<file path="config.mk">
export PLATFORM = sky130hd
export DESIGN_NAME = nes_pad_poller_flat
export DESIGN_NICKNAME = d
export VERILOG_FILES = /design/src/rtl/nes_pad_poller_if.sv /design/src/rtl/nes_pad_poller.sv /design/src/flat_wrapper.sv
export SDC_FILE = /design/constraint.sdc
export NUM_CORES = 1
export LEC_CHECK = 0
export ABC_AREA = 1
export BUFFER_PORTS_ARGS = -buffer_cell sky130_fd_sc_hd__buf_2
export CORE_MARGIN = 5
export CORE_UTILIZATION = 55
export DETAILED_ROUTE_END_ITERATION = 7
export PLACE_DENSITY = 0.83
export SETUP_SLACK_MARGIN = 0.4
export SLEW_MARGIN = 20
export SYNTH_ARGS = -nofsm -noshare
export SYNTH_HDL_FRONTEND = slang
export SYNTH_SLANG_ARGS = --single-unit
</file>
<file path="constraint.sdc">
create_clock -name clk -period 3.3 [get_ports clk]
set_input_delay 0.66 -clock clk [delete_from_list [all_inputs] [get_ports clk]]
set_output_delay 0.66 -clock clk [all_outputs]
set_load 0.03 [all_outputs]
</file>
<file path="src/rtl/nes_pad_poller_if.sv">
// Console-side bundle for the NES joypad poller: pad wires, poll request and
// the published button byte.
interface nes_pad_poller_if;
   logic       start;
   logic       pad_data_n;
   logic       pad_latch;
   logic       pad_clk;
   logic [7:0] buttons;
   logic       valid;
   logic       busy;

   // master: the pad plus whoever requests polls; slave: the poller itself.
   modport master (
      output start,
      output pad_data_n,
      input  pad_latch,
      input  pad_clk,
      input  buttons,
      input  valid,
      input  busy
   );

   modport slave (
      input  start,
      input  pad_data_n,
      output pad_latch,
      output pad_clk,
      output buttons,
      output valid,
      output busy
   );
endinterface

</file>
<file path="src/rtl/nes_pad_poller.sv">
// Polls a CD4021-based NES joypad: latch pulse, eight clocked bit reads,
// then publishes an active-high button byte with a one-cycle valid pulse.
module nes_pad_poller #(
   parameter int unsigned LATCH_CYCLES         = 600,
   parameter int unsigned HALF_BIT_CYCLES      = 300,
   parameter int unsigned POLL_INTERVAL_CYCLES = 833333
) (
   input  logic              clk,
   input  logic              reset_n,
   nes_pad_poller_if.slave   bus
);

   localparam int unsigned PHASE_MAX = (LATCH_CYCLES > HALF_BIT_CYCLES) ? LATCH_CYCLES
                                                                        : HALF_BIT_CYCLES;
   localparam int unsigned PHASE_W   = $clog2(PHASE_MAX);
   localparam int unsigned INTV_W    = $clog2(POLL_INTERVAL_CYCLES);

   typedef enum logic [2:0] {
      S_IDLE,
      S_LATCH,
      S_BIT_HIGH,
      S_BIT_LOW,
      S_DONE
   } state_t;

   state_t              r_state;
   logic [PHASE_W-1:0]  r_phase;
   logic [2:0]          r_bit;
   logic [7:0]          r_shift;
   logic [INTV_W-1:0]   r_interval;
   logic                r_sync1;
   logic                r_sync2;
   logic                r_pad_latch;
   logic                r_pad_clk;
   logic [7:0]          r_buttons;
   logic                r_valid;
   logic                r_busy;

   logic                w_auto;
   logic                w_trigger;
   logic                w_latch_end;
   logic                w_half_end;

   assign w_auto      = (r_interval == INTV_W'(POLL_INTERVAL_CYCLES - 1));
   assign w_trigger   = bus.start | w_auto;
   assign w_latch_end = (r_phase == PHASE_W'(LATCH_CYCLES - 1));
   assign w_half_end  = (r_phase == PHASE_W'(HALF_BIT_CYCLES - 1));

   // NOTE: synchronizer resets to 1 so an idle (pulled-up) line reads as "not pressed".
   always_ff @(posedge clk or negedge reset_n) begin
      if (!reset_n) begin
         r_sync1 <= 1'b1;
         r_sync2 <= 1'b1;
      end else begin
         r_sync1 <= bus.pad_data_n;
         r_sync2 <= r_sync1;
      end
   end

   // Free-running poll timer; a manual start re-phases it.
   always_ff @(posedge clk or negedge reset_n) begin
      if (!reset_n) begin
         r_interval <= '0;
      end else if (bus.start || w_auto) begin
         r_interval <= '0;
      end else begin
         r_interval <= r_interval + INTV_W'(1);
      end
   end

   always_ff @(posedge clk or negedge reset_n) begin
      if (!reset_n) begin
         r_state     <= S_IDLE;
         r_phase     <= '0;
         r_bit       <= '0;
         r_shift     <= '0;
         r_pad_latch <= 1'b0;
         r_pad_clk   <= 1'b1;
         r_buttons   <= '0;
         r_valid     <= 1'b0;
         r_busy      <= 1'b0;
      end else begin
         r_valid <= 1'b0;
         case (r_state)
            S_IDLE: begin
               if (w_trigger) begin
                  r_state     <= S_LATCH;
                  r_pad_latch <= 1'b1;
                  r_busy      <= 1'b1;
                  r_phase     <= '0;
                  r_bit       <= '0;
                  r_shift     <= '0;
               end
            end
            S_LATCH: begin
               if (w_latch_end) begin
                  r_state     <= S_BIT_HIGH;
                  r_pad_latch <= 1'b0;
                  r_phase     <= '0;
               end else begin
                  r_phase <= r_phase + PHASE_W'(1);
               end
            end
            S_BIT_HIGH: begin
               // Sample at the end of the high phase, when the synchronized bit has settled.
               if (w_half_end) begin
                  r_shift[r_bit] <= ~r_sync2;
                  r_state        <= S_BIT_LOW;
                  r_pad_clk      <= 1'b0;
                  r_phase        <= '0;
               end else begin
                  r_phase <= r_phase + PHASE_W'(1);
               end
            end
            S_BIT_LOW: begin
               if (w_half_end) begin
                  r_pad_clk <= 1'b1;
                  r_phase   <= '0;
                  if (r_bit == 3'd7) begin
                     r_state <= S_DONE;
                  end else begin
                     r_bit   <= r_bit + 3'd1;
                     r_state <= S_BIT_HIGH;
                  end
               end else begin
                  r_phase <= r_phase + PHASE_W'(1);
               end
            end
            S_DONE: begin
               r_buttons <= r_shift;
               r_valid   <= 1'b1;
               r_busy    <= 1'b0;
               r_state   <= S_IDLE;
            end
            default: r_state <= S_IDLE;
         endcase
      end
   end

   assign bus.pad_latch = r_pad_latch;
   assign bus.pad_clk   = r_pad_clk;
   assign bus.buttons   = r_buttons;
   assign bus.valid     = r_valid;
   assign bus.busy      = r_busy;

endmodule

</file>
<file path="src/flat_wrapper.sv">
// flat-port wrapper written by rule: the top's interface ports become plain ports
module nes_pad_poller_flat 
#(
   parameter int unsigned LATCH_CYCLES         = 600,
   parameter int unsigned HALF_BIT_CYCLES      = 300,
   parameter int unsigned POLL_INTERVAL_CYCLES = 833333
)
  (clk, reset_n, bus_start, bus_pad_data_n, bus_pad_latch, bus_pad_clk, bus_buttons, bus_valid, bus_busy);
  nes_pad_poller_if bus_i ();
  input  logic clk;
  input  logic reset_n;
  input wire logic [$bits(bus_i.start)-1:0] bus_start;
  input wire logic [$bits(bus_i.pad_data_n)-1:0] bus_pad_data_n;
  output wire logic [$bits(bus_i.pad_latch)-1:0] bus_pad_latch;
  output wire logic [$bits(bus_i.pad_clk)-1:0] bus_pad_clk;
  output wire logic [$bits(bus_i.buttons)-1:0] bus_buttons;
  output wire logic [$bits(bus_i.valid)-1:0] bus_valid;
  output wire logic [$bits(bus_i.busy)-1:0] bus_busy;
  assign bus_i.start = bus_start;
  assign bus_i.pad_data_n = bus_pad_data_n;
  assign bus_pad_latch = bus_i.pad_latch;
  assign bus_pad_clk = bus_i.pad_clk;
  assign bus_buttons = bus_i.buttons;
  assign bus_valid = bus_i.valid;
  assign bus_busy = bus_i.busy;
  nes_pad_poller #(.LATCH_CYCLES(LATCH_CYCLES), .HALF_BIT_CYCLES(HALF_BIT_CYCLES), .POLL_INTERVAL_CYCLES(POLL_INTERVAL_CYCLES)) u_core (.clk(clk), .reset_n(reset_n), .bus(bus_i));
endmodule
</file>
* After elaboration in Yosys (flattened, before gate mapping)
Cells that the tools add are included.
Cells by class: $add $sub $neg 3, multiply operators 0, div/mod/pow operators 0, order comparisons 2, equal/unequal tests 13, shift operators 0, mux-type cells 29, bitwise gates (word level) 2, reduce and logical (&&, ||, !) cells 17
Operators with widths (number):
- 10-bit 2-to-1 mux | 3
- 10-bit case mux with 3 select lines | 1
- 3-bit 2-to-1 mux | 8
- 20-bit by 1-bit adder with 20-bit output (second input constant) | 1
- 20-bit == test (second input constant) | 1
- 20-bit 2-to-1 mux | 1
- 8-bit 2-to-1 mux | 2
- 8-bit case mux with 2 select lines | 1
- 3-bit case mux with 4 select lines | 1
- 10-bit by 1-bit adder with 10-bit output (second input constant) | 1
- 10-bit == test (second input constant) | 1
- 10-bit by 9-bit == test with 1-bit output (second input constant) | 1
- 2-bit nonzero test | 5
- 3-bit AND reduction | 3
- 8-bit bitwise mux | 1
- 2-bit by 1-bit inequality test with 1-bit output (second input constant) | 4
- 4-bit AND reduction | 2
- 3-bit by 2-bit == test with 1-bit output (second input constant) | 2
- 3-bit == test (second input constant) | 2
- 1-bit 2-to-1 mux | 6
- 1-bit case mux with 2 select lines | 3
- 3-bit case mux with 2 select lines | 1
- 3-bit by 4-bit less-than comparator with 1-bit output (second input constant) | 1
- 2-bit AND reduction | 2
- 12 further kinds | 12
Storage, ports and cells: register bits after elaboration 58, latch bits 0, bits in writable memories 0, ROM bits 0, input bits 4, output and inout bits 12, word-level logic and storage cells 78, memories 0

* Longest topological paths before layout
Gate-level depths: netlist (run 1).
depth in word-level cells 7, depth in mapped cells 12, depth with buffers taken out 11

* Worst setup path after synthesis (run 1)
OpenSTA, ideal clock, no wires.
path kind register -> register, start reg u_core.r_interval[0], end reg u_core.r_shift[6], library setup time 0.116 ns, data arrival time 1.368 ns, data required time 3.184 ns, path slack 1.816 ns, cell stages (with the launch flop) 13, path buffers 1, clock period less this slack 1.484 ns, cell sequence dfrtp_1 inv_1 ha_1 nand3_1 nor2_1 nand3_2 nand2_4 nand2_4 nand2_4 buf_6 nand2_1 nand2_1 nand2_1
On the way: cells in the longest elaborated chain, start to end 4
RTL lines:
- start: declaration | line nes_pad_poller.sv:30 | logic [INTV_W-1:0] r_interval;
- start signal: assignment | line nes_pad_poller.sv:67 | r_interval <= r_interval + INTV_W'(1);
- 20-bit == test | line nes_pad_poller.sv:44 | assign w_auto = (r_interval == INTV_W'(POLL_INTERVAL_CYCLES - 1));
- 1-bit bitwise OR | line nes_pad_poller.sv:45 | assign w_trigger = bus.start | w_auto;
- 2-bit by 1-bit inequality test with 1-bit output (no source line)
- 3-bit AND reduction (no source line)
- end signal: indexed assignment | line nes_pad_poller.sv:107 | r_shift[r_bit] <= ~r_sync2;
- end: declaration | line nes_pad_poller.sv:29 | logic [7:0] r_shift;
No other way between the ends. A chain may end at the register's enable or synchronous reset.

* Worst setup path after layout (run 1)
start reg u_core.r_interval[0], end reg u_core.r_bit[2]
On the way: cells in the longest elaborated chain, start to end 4
RTL lines:
- 20-bit == test | line nes_pad_poller.sv:44
- 1-bit bitwise OR | line nes_pad_poller.sv:45
- 2-bit by 1-bit inequality test with 1-bit output (no source line)
- 4-bit AND reduction (no source line)
- end signal: assignment | line nes_pad_poller.sv:122 | r_bit <= r_bit + 3'd1;
- end: declaration | line nes_pad_poller.sv:28 | logic [2:0] r_bit;
No other way between the ends.

==> flow_metrics.tcl, run 1 <==
set metrics [dict create \
    status "complete, no violations" \
    synth_compound_area_frac 0.03049 \
    cp-start-kind "flip-flop" \
    first_global_vias 2763 \
    syn2layout_area_growth_pct 11.26 \
    ios 16 \
    ys_seq_elements 58 \
    rsz0062_at_grt "false" \
    die_area_um2 7445 \
    grt_use_total 0.2005 \
    synth-adder-area-share 0.01955 \
    design_power_total_mw 1.481 \
    grt.overflow.total 0 \
    power_density_nw_per_um2 415.9 \
    vdd_drop_max_mv 0.3155 \
    drive_above_1_share 0.1140 \
    crit_slowest_cell "dfrtp_1" \
    ys.flop_type "dfrtp_1" \
    syn_nets 438 \
    hold_path_class "in -> async" \
    clk_latency_ns 0.34 \
    antenna_found_initial 0 \
    synth-edff-count 0 \
    muxShareOfSynthArea 0 \
    synth_warnings 0 \
    crit_chain "inv_1, ha_1, nand3_1, nor2_1, nand3_2, nand2_4, nand2_4, nand2_1, nand2_1, nand2_1, nand2_1" \
    crit_arrival_ns 2.04 \
    cts_resized 0 \
    post_cts_buffers 0 \
    endpoint_kind "flip-flop" \
    synth_cell_types 36 \
    fmax_ghz 0.5521 \
    wl_um 6833 \
    dpl.hpwl_um 4849 \
    vias_per_cell 5.375 \
    path_common_cell "nand2_1" \
    hold_viol 0 \
    io_buffer_count 15 \
    async_reset_ff_frac 1.000 \
    hold_buffers 0 \
    synth_top_family_by_area "simple AND/OR/NAND/NOR gates" \
    grt_pass1_wl_um 11960 \
    clockBufferDepth 2 \
    setup_tns_ns 0 \
    slowest_delay_ns 0.42 \
    clock-sinks 58 \
    cts_tree "done" \
    synth_cells 429 \
    final_cell_mix "nand2_1, dfrtp_1, nand3_1, inv_1, nor2_1" \
    path_clk_slew_ns 0.07 \
    tightest_slew_ns 0.4993 \
    numCtsBuffers 9 \
    synth-xor-area-share 0.02189 \
    period_share 0.5488 \
    drc 0 \
    required_ns 3.53 \
    skew_ns 0.005926 \
    layout_commonest_cell "nand2_1" \
    synth.avg_cell_area_um2 7.461 \
    start_util 0.5742 \
    synth-seq-area-share 0.4547 \
    wire_per_inst_um 12.94 \
    max_cap_viol_count 0 \
    gp_congestion 0.9161 \
    worstPathMaxFanout 22 \
    grt_max_degree 40 \
    fp.coreArea_um2 5574 \
    fin_area_um2 3561 \
    first_pass_iters 4 \
    core.rowCount 27 \
    finalSetupViolCount 0 \
    fin_crit_ns 1.811 \
    max_slew_margin 0.6672 \
    yosys.area_share.simple 0.4027 \
    first_iter_violations 213 \
    h-tree-depth 3 \
    antenna_cells 0 \
    fin_util 0.6388 \
    leakage_nw 1.777 \
    critPathKind "reg -> reg" \
    slew_viol_final 0 \
    root_buffer "clkbuf_8" \
    syn_area_um2 3201 \
    drtAntennaViolNets 0 \
    vias 2838 \
    die_w_um 86.29 \
    place_area_um2 3342 \
    layout.nets 460 \
    die_y_um 86.29 \
]
==> cell families (layout without fill, tap and decap cells) <==
group / Yosys count / count (layout)
compound gates: 16 / 16
xor+xnor: 8 / 8
fa+ha+maj: 5 / 5
buf+inv: 56 / 83
flops: 58 / 58
simple gates: 286 / 286
==> flip-flops by register name, indices dropped and copies added (netlist names) <==
signal,count
u_core.bus.busy,1
u_core.bus.buttons,8
u_core.bus.pad_clk,1
u_core.bus.pad_latch,1
u_core.bus.valid,1
u_core.r_bit,3
u_core.r_interval,20
u_core.r_phase,10
u_core.r_shift,8
u_core.r_state,3
u_core.r_sync1,1
u_core.r_sync2,1
==> where the power goes <==
group          internal, mW  leakage [nW]  total (mW)  switching, mW
Clock                 0.443         0.109       0.729          0.286
Sequential            0.716         0.772       0.721        0.00515
Combinational       0.00701         0.895      0.0304         0.0234
Total                  1.17          1.78        1.48          0.315
==> synth_stat cells, types with 2 or more instances <==
| cell | count | area [um2] |
|---|---|---|
| nand2_1 | 139 | 521.8 |
| dfrtp_1 | 55 | 1376 |
| nand3_1 | 51 | 255.2 |
| inv_1 | 44 | 165.2 |
| nor2_1 | 43 | 161.4 |
| nor3_1 | 22 | 110.1 |
| nand4_1 | 11 | 68.82 |
| xor2_1 | 7 | 61.31 |
| a21oi_1 | 5 | 25.02 |
| ha_1 | 5 | 62.56 |
| inv_2 | 5 | 18.77 |
| nor3b_1 | 4 | 30.03 |
| dfstp_2 | 3 | 78.83 |
| nand2_4 | 3 | 33.78 |
| nor4_1 | 3 | 18.77 |
| o21ai_0 | 3 | 15.01 |
| a211oi_1 | 2 | 15.01 |
| buf_4 | 2 | 15.01 |
| nand3_2 | 2 | 20.02 |
| nor2_2 | 2 | 12.51 |
| nor3_2 | 2 | 20.02 |
| o21bai_1 | 2 | 15.01 |
==> critical path: cells and delay by family, from the launching register on <==
family / cells / cell delay (ns)
AND/OR/NAND/NOR: 9 / 1.07
flip-flops: 1 / 0.42
adder cells (fa/ha/maj): 1 / 0.13
buffers and inverters: 1 / 0.07
==> cell type report <==
class / count / area, um2
clock buffer: 11 / 141.4
tap: 72 / 90.09
fill: 472 / 2013
timing repair buffer: 17 / 90.09
inverter: 50 / 187.7
sequential: 58 / 1455
multi-input combinational: 315 / 1519
clock inverter: 5 / 77.57
==> stage by stage <==
| step | hold WS, ns | setup WS, ns | cells |
|---|---|---|---|
| floorplan | 0.3452 | 1.816 | 429 |
| global placement | 0.3456 | 1.604 | 512 |
| detailed placement | 0.3472 | 1.496 | 512 |
| CTS | 0.2491 | 1.487 | 528 |
| global route | 0.2831 | 1.367 | 528 |
| finish | 0.2483 | 1.489 | 528 |
==> metal layers <==
layer  vias up  wire, um  GRT usage
li1       1436         -          -
met1      1315      3196     0.2494
met2        78      3203     0.3406
met3         9       349    0.05703
met4         0        83    0.05807
met5         -         0          0
==> worst paths after layout <==
path	start	to	slack, ns	cells past startpoint
worst max register to register	u_core.r_interval[0]	u_core.r_bit[2]	1.49	11
worst min register to register	u_core.r_sync1	u_core.r_sync2	0.36	0
max in group asynchronous	reset_n	u_core.bus.pad_clk	2.18	2
worst max-delay path	u_core.r_interval[0]	u_core.r_bit[2]	1.49	11
worst min-delay path	reset_n	u_core.r_interval[12]	0.25	1
min in group clk	u_core.r_sync1	u_core.r_sync2	0.36	0
Power figures use the tool's default switching activity.
==> run 2: changes to the inputs <==
==> constraint.sdc (replaced) <==
create_clock -name clk -period 1.7 [get_ports clk]
set_input_delay 0.34 -clock clk [delete_from_list [all_inputs] [get_ports clk]]
set_output_delay 0.34 -clock clk [all_outputs]
set_load 0.03 [all_outputs]
==> flow_metrics.tcl, run 2 (synthesis gave the netlist of run 1 again) <==
set metrics [dict create \
    first_iter_violations 351 \
    layout.cells.non_filler 583 \
    grt_pass1_wl_um 15210 \
    first_pass_iters 5 \
    endpoint_kind "flip-flop" \
    root_buffer "clkbuf_8" \
    hold_path_class "in -> reg" \
    required_ns 1.93 \
    fp.coreArea_um2 5574 \
    first_global_vias 3313 \
    fin_crit_ns 1.702 \
    grt_use_total 0.2612 \
    nFillCells 289 \
    clockBufferDepth 2 \
    h-tree-depth 3 \
    die_y_um 86.29 \
    cts_tree "done" \
    skew_ns 0.005201 \
    core.rowCount 27 \
    ios 16 \
    wire_per_inst_um 16.90 \
    leakage_nw 2.193 \
    layout.nets 515 \
    wl_um 9851 \
    io_buffer_count 15 \
    fmax_ghz 0.5876 \
    gp_congestion 0.9350 \
    slowest_delay_ns 0.40 \
    drc 0 \
    crit_chain "inv_1, ha_2, nand3_2, nor2_2, nand3_2, nand2_4, nand2_8, nand2_4, nand2_1, nand2_1, nand2_1" \
    path_common_cell "nand2_1" \
    slew_viol_final 0 \
    top_register "u_core.r_interval" \
    drtAntennaViolNets 0 \
    dp_slack_ns 0.04999 \
    max_cap_viol_count 0 \
    vdd_drop_max_mv 0.4810 \
    worstPathMaxFanout 5 \
    die_w_um 86.29 \
    vias 3343 \
    cp-start-kind "flip-flop" \
    clk_latency_ns 0.35 \
    setup_ws_ns -0.001724 \
    finalSetupViolCount 1 \
    die_area_um2 7445 \
    grt.overflow.total 0 \
    drive_above_1_share 0.3796 \
    max_slew_margin 0.7695 \
    dpl.hpwl_um 5150 \
    syn2layout_area_growth_pct 41.99 \
    setup_tns_ns -0.001724 \
    start_util 0.5742 \
    vias_per_cell 5.734 \
    largest_reg_flops 20 \
    tightest_slew_ns 0.3431 \
    path_clk_slew_ns 0.07 \
    layout_commonest_cell "nand2_1" \
    crit_slowest_cell "dfrtp_1" \
    hold_viol 0 \
    fin_util 0.8153 \
    antenna_cells 0 \
    crit_arrival_ns 1.93 \
    rsz0062_at_grt "true" \
    final_cell_mix "nand2_1, dfrtp_1, nand3_1, buf_4, inv_1" \
    status "finished with violations" \
    reg_top3 "u_core.r_interval: 20 flops, u_core.r_phase: 10 flops" \
    hold_slack_ns 0.08504 \
    period_share 1.001 \
    violations "negative setup slack" \
    grt_max_degree 27 \
    numCtsBuffers 9 \
    power_density_nw_per_um2 665.5 \
    critPathKind "reg -> reg" \
    dp_cells 525 \
    antenna_found_initial 0 \
    clock-sinks 58 \
]
## run 2: repair_timing
item,4_1_cts,5_1_grt
buffers inserted,30,8
pin swaps,15,17
endpoints found under the setup margin,47,49
resized for setup,76,51
hold endpoints to repair,10,0
cloned,1,2
hold buffers,1,0
## run 2: layout make-up
class,count,area (um2),share of cell area
Timing Repair Buffer,70,588.1,0.1294
Sequential cell,58,1460,0.3213
Multi-Input combinational cell,317,1987,0.4372
Inverter,50,191.4,0.04213
Tap cell,72,90.09,0.01982
Clock buffer,10,137.6,0.03029
Clock inverter,6,90.09,0.01982
## run 2: critical path, delay by kind of cell (launching register included)
family / cells / cell delay [ns]
and+or+nand+nor: 9 / 0.92
buffers and inverters: 1 / 0.07
adders and majority gates: 1 / 0.17
DFF: 1 / 0.40
## run 2: worst paths after layout
kind | slack, ns | endpoint | startpoint | depth (start not counted)
worst min register to register | 0.36 | u_core.r_sync2 | u_core.r_sync1 | 0
worst min-delay path | 0.09 | u_core.r_sync1 | bus_pad_data_n | 1
max in group asynchronous | 0.73 | u_core.bus.pad_clk | reset_n | 3
worst max register to register | -0.002 | u_core.r_shift[7] | u_core.r_interval[0] | 11
min in group asynchronous | 0.42 | u_core.r_interval[10] | reset_n | 2
worst max-delay path | -0.002 | u_core.r_shift[7] | u_core.r_interval[0] | 11
## run 2: layer usage
metal	track usage	vias up	part of all wire
met5	0	-	0
met3	0.04373	39	0.059
met1	0.3071	1599	0.39
met2	0.4562	165	0.52
li1	-	1540	-
met4	0.1374	0	0.031
## run 2: per-stage QoR
stage / total power [mW] / cell area [um2]
2_1_floorplan: 1.450 / 3214
3_3_place_gp: 1.496 / 3466
3_5_place_dp: 1.499 / 3466
4_1_cts: 3.021 / 4275
5_1_grt: 3.117 / 4544
6_report: 3.024 / 4544
## run 2: where the power goes
part,leakage (nW),total (mW),switching (mW),internal [mW]
Combinational,1.32,0.154,0.0811,0.0727
Sequential,0.765,1.40,0.0113,1.39
Clock,0.112,1.47,0.602,0.867
Total,2.19,3.02,0.695,2.33
